**src/rtl/pixel_stream_writer_pkg.sv**
```systemverilog
// Shared raster types: writer FSM states, write-FIFO entry, default screen size.
// Latency/backpressure: none (types and constants only).
package raster_pkg;

    localparam int DEF_H_RES  = 320;
    localparam int DEF_V_RES  = 180;
    localparam int FB_ADDR_W  = $clog2(DEF_H_RES * DEF_V_RES);
    localparam int FB_COLOR_W = 8;

    typedef enum logic [1:0] {IDLE, ACCEPT, DRAIN, DONE} state_t;

    // Entry widths follow the shared screen constants; widen these for larger screens.
    typedef struct packed {
        logic [FB_ADDR_W-1:0]  addr;
        logic [FB_COLOR_W-1:0] color;
    } fifo_entry_t;

    function automatic logic [31:0] sat_inc(input logic [31:0] v);
        return (v == 32'hFFFF_FFFF) ? v : v + 32'd1;
    endfunction

endpackage

```
**src/rtl/pixel_stream_writer_if.sv**
```systemverilog
// Pixel stream from the fill blocks and the framebuffer write port.
// Latency/backpressure: oe throttles the pixel stream; fb_ready stalls framebuffer writes.
interface pixel_stream_if #(parameter int COORD_WIDTH = 16);
    logic signed [COORD_WIDTH-1:0] x_in;
    logic signed [COORD_WIDTH-1:0] y_in;
    logic                          drawing_in;
    logic                          done_in;
    logic                          oe;

    modport master (output x_in, y_in, drawing_in, done_in, input  oe);
    modport slave  (input  x_in, y_in, drawing_in, done_in, output oe);
endinterface

interface fb_write_if #(parameter int ADDR_WIDTH = 16, parameter int COLOR_WIDTH = 8);
    logic [ADDR_WIDTH-1:0]  fb_addr;
    logic [COLOR_WIDTH-1:0] fb_data;
    logic                   fb_we;
    logic                   fb_ready;

    modport master (output fb_addr, fb_data, fb_we, input  fb_ready);
    modport slave  (input  fb_addr, fb_data, fb_we, output fb_ready);
endinterface

```
**src/rtl/pixel_stream_writer_sync_fifo.sv**
```systemverilog
// Synchronous FIFO with occupancy count; head is visible on dout while not empty.
// Latency: push visible next cycle; push to full is refused unless a pop frees a slot.
module sync_fifo #(
    parameter int WIDTH = 8,
    parameter int DEPTH = 8,
    parameter int CW    = $clog2(DEPTH) + 1
) (
    input  logic             clk,
    input  logic             rst_n,
    input  logic             push,
    input  logic [WIDTH-1:0] din,
    input  logic             pop,
    output logic [WIDTH-1:0] dout,
    output logic             empty,
    output logic             full,
    output logic [CW-1:0]    count
);
    localparam int AW = $clog2(DEPTH);

    logic [WIDTH-1:0] mem [DEPTH];
    logic [AW-1:0]    wr_ptr;
    logic [AW-1:0]    rd_ptr;
    logic             do_push;
    logic             do_pop;

    assign empty   = (count == '0);
    assign full    = (count == CW'(DEPTH));
    assign do_pop  = pop && !empty;
    assign do_push = push && (!full || do_pop);
    assign dout    = mem[rd_ptr];

    always_ff @(posedge clk) begin
        if (do_push) mem[wr_ptr] <= din;
    end

    always_ff @(posedge clk or negedge rst_n) begin
        if (!rst_n) begin
            wr_ptr <= '0;
            rd_ptr <= '0;
            count  <= '0;
        end else begin
            assert (!(push && full && !pop));
            if (do_push) wr_ptr <= wr_ptr + AW'(1);
            if (do_pop)  rd_ptr <= rd_ptr + AW'(1);
            if (do_push && !do_pop)      count <= count + CW'(1);
            else if (do_pop && !do_push) count <= count - CW'(1);
        end
    end

endmodule

```
**src/rtl/pixel_stream_writer.sv**
```systemverilog
// Clips raster pixels, linearises to framebuffer addresses and queues writes; PIXEL_STATS_EN adds counters.
// Latency: pixel to fb_we in 2 cycles; oe drops with 2-cycle producer slack, fb_ready stalls the FIFO head.
module pixel_stream_writer
    import raster_pkg::*;
#(
    parameter int COORD_WIDTH = 16,
    parameter int H_RES       = DEF_H_RES,
    parameter int V_RES       = DEF_V_RES,
    parameter int COLOR_WIDTH = 8,
    parameter int FIFO_DEPTH  = 8,
    parameter int ADDR_WIDTH  = $clog2(H_RES * V_RES)
) (
    input  logic                   clk_in,
    input  logic                   rst_n_in,
    input  logic                   start,
    input  logic [COLOR_WIDTH-1:0] color_in,
    pixel_stream_if.slave          pix,
    fb_write_if.master             fb,
    output logic                   busy,
    output logic                   done
`ifdef PIXEL_STATS_EN
    ,
    output logic [31:0]            stat_written,
    output logic [31:0]            stat_clipped,
    output logic [31:0]            stat_stall
`endif
);
    localparam int CW = $clog2(FIFO_DEPTH) + 1;
    localparam int PW = 2 * COORD_WIDTH;
    localparam logic signed [COORD_WIDTH-1:0] X_LIM = COORD_WIDTH'(H_RES);
    localparam logic signed [COORD_WIDTH-1:0] Y_LIM = COORD_WIDTH'(V_RES);

    state_t                 state;
    state_t                 state_nxt;
    logic [COLOR_WIDTH-1:0] color_q;
    logic                   s1_vld;
    logic [ADDR_WIDTH-1:0]  s1_addr;
    logic                   start_acc;
    logic                   take;
    logic                   in_range;
    logic [PW-1:0]          lin_addr;
    fifo_entry_t            push_entry;
    fifo_entry_t            head;
    logic                   fifo_empty;
    logic                   fifo_full;
    logic                   pop;
    logic [CW-1:0]          fifo_count;
    logic [CW-1:0]          occ;

    assign start_acc = (state == IDLE) && start;
    assign take      = (state == ACCEPT) && pix.drawing_in;
    assign in_range  = !pix.x_in[COORD_WIDTH-1] && (pix.x_in < X_LIM) &&
                       !pix.y_in[COORD_WIDTH-1] && (pix.y_in < Y_LIM);
    assign lin_addr  = PW'($unsigned(pix.y_in)) * PW'(H_RES) + PW'($unsigned(pix.x_in));

    always_ff @(posedge clk_in or negedge rst_n_in) begin
        if (!rst_n_in) begin
            s1_vld  <= 1'b0;
            s1_addr <= '0;
            color_q <= '0;
        end else begin
            s1_vld <= take && in_range;
            if (take && in_range) s1_addr <= lin_addr[ADDR_WIDTH-1:0];
            if (start_acc)        color_q <= color_in;
        end
    end

    always_comb begin
        push_entry       = '0;
        push_entry.addr  = FB_ADDR_W'(s1_addr);
        push_entry.color = FB_COLOR_W'(color_q);
    end

    sync_fifo #(
        .WIDTH ($bits(fifo_entry_t)),
        .DEPTH (FIFO_DEPTH)
    ) u_fifo (
        .clk   (clk_in),
        .rst_n (rst_n_in),
        .push  (s1_vld),
        .din   (push_entry),
        .pop   (pop),
        .dout  (head),
        .empty (fifo_empty),
        .full  (fifo_full),
        .count (fifo_count)
    );

    // Gate the head so the port reads zero while the FIFO is empty (memory is not reset).
    assign fb.fb_we   = !fifo_empty;
    assign fb.fb_addr = fifo_empty ? '0 : ADDR_WIDTH'(head.addr);
    assign fb.fb_data = fifo_empty ? '0 : COLOR_WIDTH'(head.color);
    assign pop        = fb.fb_we && fb.fb_ready;

    // The in-flight input-stage pixel counts toward occupancy: two more may still arrive.
    assign occ    = fifo_count + CW'(s1_vld);
    assign pix.oe = (state == ACCEPT) && (occ <= CW'(FIFO_DEPTH - 3));

    always_ff @(posedge clk_in or negedge rst_n_in) begin
        if (!rst_n_in) state <= IDLE;
        else           state <= state_nxt;
    end

    always_comb begin
        state_nxt = state;
        busy      = 1'b0;
        done      = 1'b0;
        case (state)
            IDLE:   if (start) state_nxt = ACCEPT;
            ACCEPT: begin
                busy = 1'b1;
                if (pix.done_in) state_nxt = DRAIN;
            end
            DRAIN:  begin
                busy = 1'b1;
                if (fifo_empty && !s1_vld) state_nxt = DONE;
            end
            DONE:   begin
                done      = 1'b1;
                state_nxt = IDLE;
            end
            default: state_nxt = IDLE;
        endcase
    end

`ifdef PIXEL_STATS_EN
    always_ff @(posedge clk_in or negedge rst_n_in) begin
        if (!rst_n_in) begin
            stat_written <= '0;
            stat_clipped <= '0;
            stat_stall   <= '0;
        end else if (start_acc) begin
            stat_written <= '0;
            stat_clipped <= '0;
            stat_stall   <= '0;
        end else begin
            if (pop)                      stat_written <= sat_inc(stat_written);
            if (take && !in_range)        stat_clipped <= sat_inc(stat_clipped);
            if (fb.fb_we && !fb.fb_ready) stat_stall   <= sat_inc(stat_stall);
        end
    end
`endif

endmodule

```
**src/flat_wrapper.sv**
```systemverilog
// flat-port wrapper written by rule: the top's interface ports become plain ports
module pixel_stream_writer_flat import raster_pkg::*;
#(
    parameter int COORD_WIDTH = 16,
    parameter int H_RES       = DEF_H_RES,
    parameter int V_RES       = DEF_V_RES,
    parameter int COLOR_WIDTH = 8,
    parameter int FIFO_DEPTH  = 8,
    parameter int ADDR_WIDTH  = $clog2(H_RES * V_RES)
)
  (clk_in, rst_n_in, start, color_in, busy, done, pix_x_in, pix_y_in, pix_drawing_in, pix_done_in, pix_oe, fb_fb_addr, fb_fb_data, fb_fb_we, fb_fb_ready);
  pixel_stream_if #(.COORD_WIDTH(COORD_WIDTH)) pix_i ();
  fb_write_if #(.ADDR_WIDTH(ADDR_WIDTH), .COLOR_WIDTH(COLOR_WIDTH)) fb_i ();
  input  logic clk_in;
  input  logic rst_n_in;
  input  logic start;
  input  logic [COLOR_WIDTH-1:0] color_in;
  output logic busy;
  output logic done;
  input wire logic [$bits(pix_i.x_in)-1:0] pix_x_in;
  input wire logic [$bits(pix_i.y_in)-1:0] pix_y_in;
  input wire logic [$bits(pix_i.drawing_in)-1:0] pix_drawing_in;
  input wire logic [$bits(pix_i.done_in)-1:0] pix_done_in;
  output wire logic [$bits(pix_i.oe)-1:0] pix_oe;
  output wire logic [$bits(fb_i.fb_addr)-1:0] fb_fb_addr;
  output wire logic [$bits(fb_i.fb_data)-1:0] fb_fb_data;
  output wire logic [$bits(fb_i.fb_we)-1:0] fb_fb_we;
  input wire logic [$bits(fb_i.fb_ready)-1:0] fb_fb_ready;
  assign pix_i.x_in = pix_x_in;
  assign pix_i.y_in = pix_y_in;
  assign pix_i.drawing_in = pix_drawing_in;
  assign pix_i.done_in = pix_done_in;
  assign pix_oe = pix_i.oe;
  assign fb_fb_addr = fb_i.fb_addr;
  assign fb_fb_data = fb_i.fb_data;
  assign fb_fb_we = fb_i.fb_we;
  assign fb_i.fb_ready = fb_fb_ready;
  pixel_stream_writer #(.COORD_WIDTH(COORD_WIDTH), .H_RES(H_RES), .V_RES(V_RES), .COLOR_WIDTH(COLOR_WIDTH), .FIFO_DEPTH(FIFO_DEPTH), .ADDR_WIDTH(ADDR_WIDTH)) u_core (.clk_in(clk_in), .rst_n_in(rst_n_in), .start(start), .color_in(color_in), .pix(pix_i), .fb(fb_i), .busy(busy), .done(done));
endmodule
```
**config.mk**
```make
export PLATFORM = sky130hd
export DESIGN_NAME = pixel_stream_writer_flat
export DESIGN_NICKNAME = d
export VERILOG_FILES = /design/src/rtl/pixel_stream_writer_pkg.sv /design/src/rtl/pixel_stream_writer_if.sv /design/src/rtl/pixel_stream_writer_sync_fifo.sv /design/src/rtl/pixel_stream_writer.sv /design/src/flat_wrapper.sv
export SDC_FILE = /design/constraint.sdc
export NUM_CORES = 1
export LEC_CHECK = 0
export BUFFER_PORTS_ARGS = -buffer_cell sky130_fd_sc_hd__buf_2
export CAP_MARGIN = 15
export CORE_MARGIN = 1
export CORE_UTILIZATION = 55
export CTS_CLUSTER_SIZE = 40
export DETAILED_ROUTE_END_ITERATION = 8
export PLACE_DENSITY = 0.74
export SLEW_MARGIN = 20
export SYNTH_ARGS = -nofsm -noshare
export SYNTH_HDL_FRONTEND = slang
export SYNTH_SLANG_ARGS = --single-unit
export TNS_END_PERCENT = 50
```
**constraint.sdc**
```tcl
create_clock -name clk_in -period 7.8 [get_ports clk_in]
set_clock_uncertainty 0.2 [all_clocks]
set_input_delay 0 -clock clk_in [delete_from_list [all_inputs] [get_ports clk_in]]
set_output_delay 0 -clock clk_in [all_outputs]
set_load 0.02 [all_outputs]
```
==> qor.yml <==
timing:
  whs_ps: 12.5
  finalCritPeriodShare: 0.396
  worstMarginPinSlew_ps: 999
  setup_tns_ps: 0
  max_freq_mhz: 324
  setup_viol_count_final: 0
  fin_crit_ps: 3090
  slew_viol_final: 0
  finalHoldViolCount: 0
  slew_headroom: 0.334
  rsz0062_at_grt: "no"
clock_network:
  cts-root-buf: "clkbuf_16"
  cts_setup_buffers: 0
  clkTransAtPathRegs_ps: 60
  cts_max_level: 1
  cts_tree: "built"
  tritoncts.num_buffers: 22
  clkSinkCount: 229
  clkLatencyLatePin_ps: 490
  clk_path_buf_depth: 3
detailed_routing:
  drtIter0Drc: 291
  drt_first_pass_iters: 4
  postRouteAntennaNets: 0
  remaining_drc_errors: 0
  vias: 5256
  via_per_inst: 5.74
  wl_per_cell_um: 20.6
  drt-total-wl_um: 18900
critical_path:
  critPathLaunchType: "register"
  path_class: "reg2reg"
  critPathMaxFanout: 25
  r2r_start: "u_core.u_fifo.count[1]"
  crit_arrival_ps: 3260
  worst-r2r-cell-count: 13
  r2r_slack_ps: 4710
  crit_slowest_cell: "dfrtp_1"
  slowest_delay_ps: 440
  timing.rr.end: "u_core.u_fifo.count[3]"
  worstPathRequired_ps: 7980
  crit_chain: "or3_1, nor2_2, buf_4, inv_2, nand2_1, ha_1, inv_1, ha_1, a21o_1, a21oi_1, xnor2_1, nor2_1, xnor2_1"
  worstSetupEndpointType: "register"
finish:
  syn2layout_area_growth_pct: 17.5
  diodes: 0
  final_cell_area_sq_um: 11500
  multi_input_area_sq_um: 2990
  fill_cells: 1170
  drive_above_1_share: 0.278
  nets: 757
  regArea_sq_um: 6690
grt:
  grt_util_all_layers: 0.221
  grt_pass1_vias: 5587
  grt_overflow: 0
  antenna_found_initial: 0
  grt_max_degree: 45
  grt_pass1_wl_um: 29700
synthesis:
  ys_types: 51
  synth_seq_cells: 229
  ys.flop_type: "edfxtp_1"
  ys_seq_area_frac: 0.684
  syn_inst: 552
  syn_area_sq_um: 9780
  syn-num-nets: 635
  synth_edf_count: 192
  ys_warn_count: 0
  syn_avg_cell_area_sq_um: 17.7
  async_reset_ff_frac: 0.162
power_and_ir_drop:
  powerDensity_nw_per_um2: 287
  p_int_mw: 2.36
  power_frac_comb: 0.244
  p_leak_nw: 4.56
  switching_share: 0.284
  p_clk_frac: 0.301
  p_sw_mw: 0.938
  power_frac_seq: 0.456
  vdd_drop_max_mv: 0.221
die:
  die_area_sq_um: 18300
  io_pins: 74
  die_h_um: 135
  placementRows: 48
  die_x_um: 135
  core_sq_um: 17400
  start_util: 0.564
placed_design:
  port_buffers: 73
  place_area_sq_um: 10400
  routabilityCongestion: 0.770
  dp_hpwl_um: 10600
hold_path:
  worstHoldPathType: "in2async"
flow_run:
  max-cap-violations: 0
status:
  status: "finished, final reports clean"
[flip-flops by register name (all words and copies together) (netlist names)]
name,count
u_core.s1_vld,1
u_core.u_fifo.wr_ptr,3
u_core.u_fifo.mem,192
u_core.u_fifo.rd_ptr,3
u_core.color_q,8
u_core.state,2
u_core.u_fifo.count,4
u_core.s1_addr,16
[worst max-delay path, delay by kind of cell (launching register included)]
kind                       cells  cell delay (ps)
and+or+nand+nor                4              730
buffers and inverters          3              520
adders and majority gates      2              500
DFF                            1              440
AOI/OAI and AO/OA              2              330
xor gates and xnor gates       2              260
[layer usage]
layer,GRT usage,vias up,routed length (um)
met1,0.278,2661,7700
li1,-,2405,-
met4,0.0649,0,363
met3,0.0269,32,835
met2,0.402,158,9960
met5,0,-,0
[Yosys cell counts (all sizes together) (4+ instances only)]
cell	instances	area (sq um)
nor2	35	134
a21o	4	30.0
xor2	7	61.3
dfrtp	37	926
nor3	5	30.0
clkbuf	8	30.0
ha	34	425
inv	13	48.8
xnor2	15	131
nand2b	5	31.3
edfxtp	192	5770
mux2i	24	240
mux2	12	135
buf	13	83.8
o21ai	13	83.8
nand2	37	139
a21oi	10	53.8
mux4	48	1080
[kinds of logic (layout without fill, tap and decap cells)]
kind of cell	Yosys count	count (layout)	synth area share
compound gates	47	47	0.0348
fa+ha+maj	37	37	0.0496
flops	229	229	0.684
buf+inv	34	172	0.0166
simple gates	99	99	0.0465
xor+xnor	22	22	0.0197
mux	84	84	0.149
[power groups by stage]
| stage | Sequential [mW] | Clock (mW) | Combinational, mW |
|---|---|---|---|
| final | 1.50 | 0.993 | 0.804 |
| after global routing | 1.52 | 1.05 | 0.878 |
| after CTS | 1.50 | 1.01 | 0.817 |
| after detailed placement | 1.53 | 0 | 0.793 |
| after global placement | 1.52 | 0 | 0.775 |
| after floorplan | 1.49 | 0 | 0.632 |
[placed cells by master (no fill, tap or decap), types with 3 or more instances in the layout]
cell           count
o21ai_2            5
mux2_2            12
o21a_1             3
nand2b_1           5
nand3_1            3
o21ai_0            7
clkbuf_16         23
a21oi_1            9
edfxtp_1         192
nor3_2             3
buf_2             73
nor2_1            28
ha_1              34
clkbuf_1           6
buf_4              6
dlygate4sd3_1     40
mux2i_1           24
clkinv_2           3
dfrtp_1           35
a31oi_1            3
clkinv_1           6
nor2_4             6
nor2b_1            3
mux4_2            48
xor2_1             7
nand2_1           37
a21o_1             4
xnor2_1           15
inv_1             11
fa_1               3
[layout make-up]
class,instances,area share
multi-input cells,289,0.260
inverters,13,0.00424
clock inverters,11,0.00664
repair buffers,119,0.0705
well taps,225,0.0245
flip-flops and latches,229,0.582
clock buffers,29,0.0520
[metrics by stage]
stage | setup slack [ps] | power, mW | cells | utilization
2_1_floorplan | 4550 | 2.12 | 552 | -
3_3_place_gp | 4810 | 2.29 | 835 | 0.600
3_5_place_dp | 4700 | 2.32 | 835 | 0.600
4_1_cts | 4660 | 3.33 | 915 | 0.662
5_1_grt | 4540 | 3.44 | 915 | 0.662
6_report | 4710 | 3.30 | 915 | 0.662
[how the worst max path moves through the flow]
stage / startpoint / end / depth (start not counted) / slack, ps
finish: u_core.u_fifo.count[1] / u_core.u_fifo.count[3] / 13 / 4710
CTS: u_core.u_fifo.rd_ptr[0] / fb_fb_addr[11] / 5 / 4660
detailed placement: u_core.u_fifo.count[1] / u_core.u_fifo.count[3] / 13 / 4700
floorplan: u_core.u_fifo.count[0] / u_core.u_fifo.mem[0][0] / 4 / 4550
global route: u_core.u_fifo.rd_ptr[0] / fb_fb_addr[15] / 5 / 4540
global placement: u_core.u_fifo.count[1] / u_core.u_fifo.count[3] / 13 / 4810
[what timing repair did]
| item | 4_1_cts | 5_1_grt |
|---|---|---|
| hold buffers | 40 | 0 |
| gates resized for setup | 0 | 0 |
| endpoints found under the hold margin | 71 | 0 |
(Power assumes the default switching activity.)
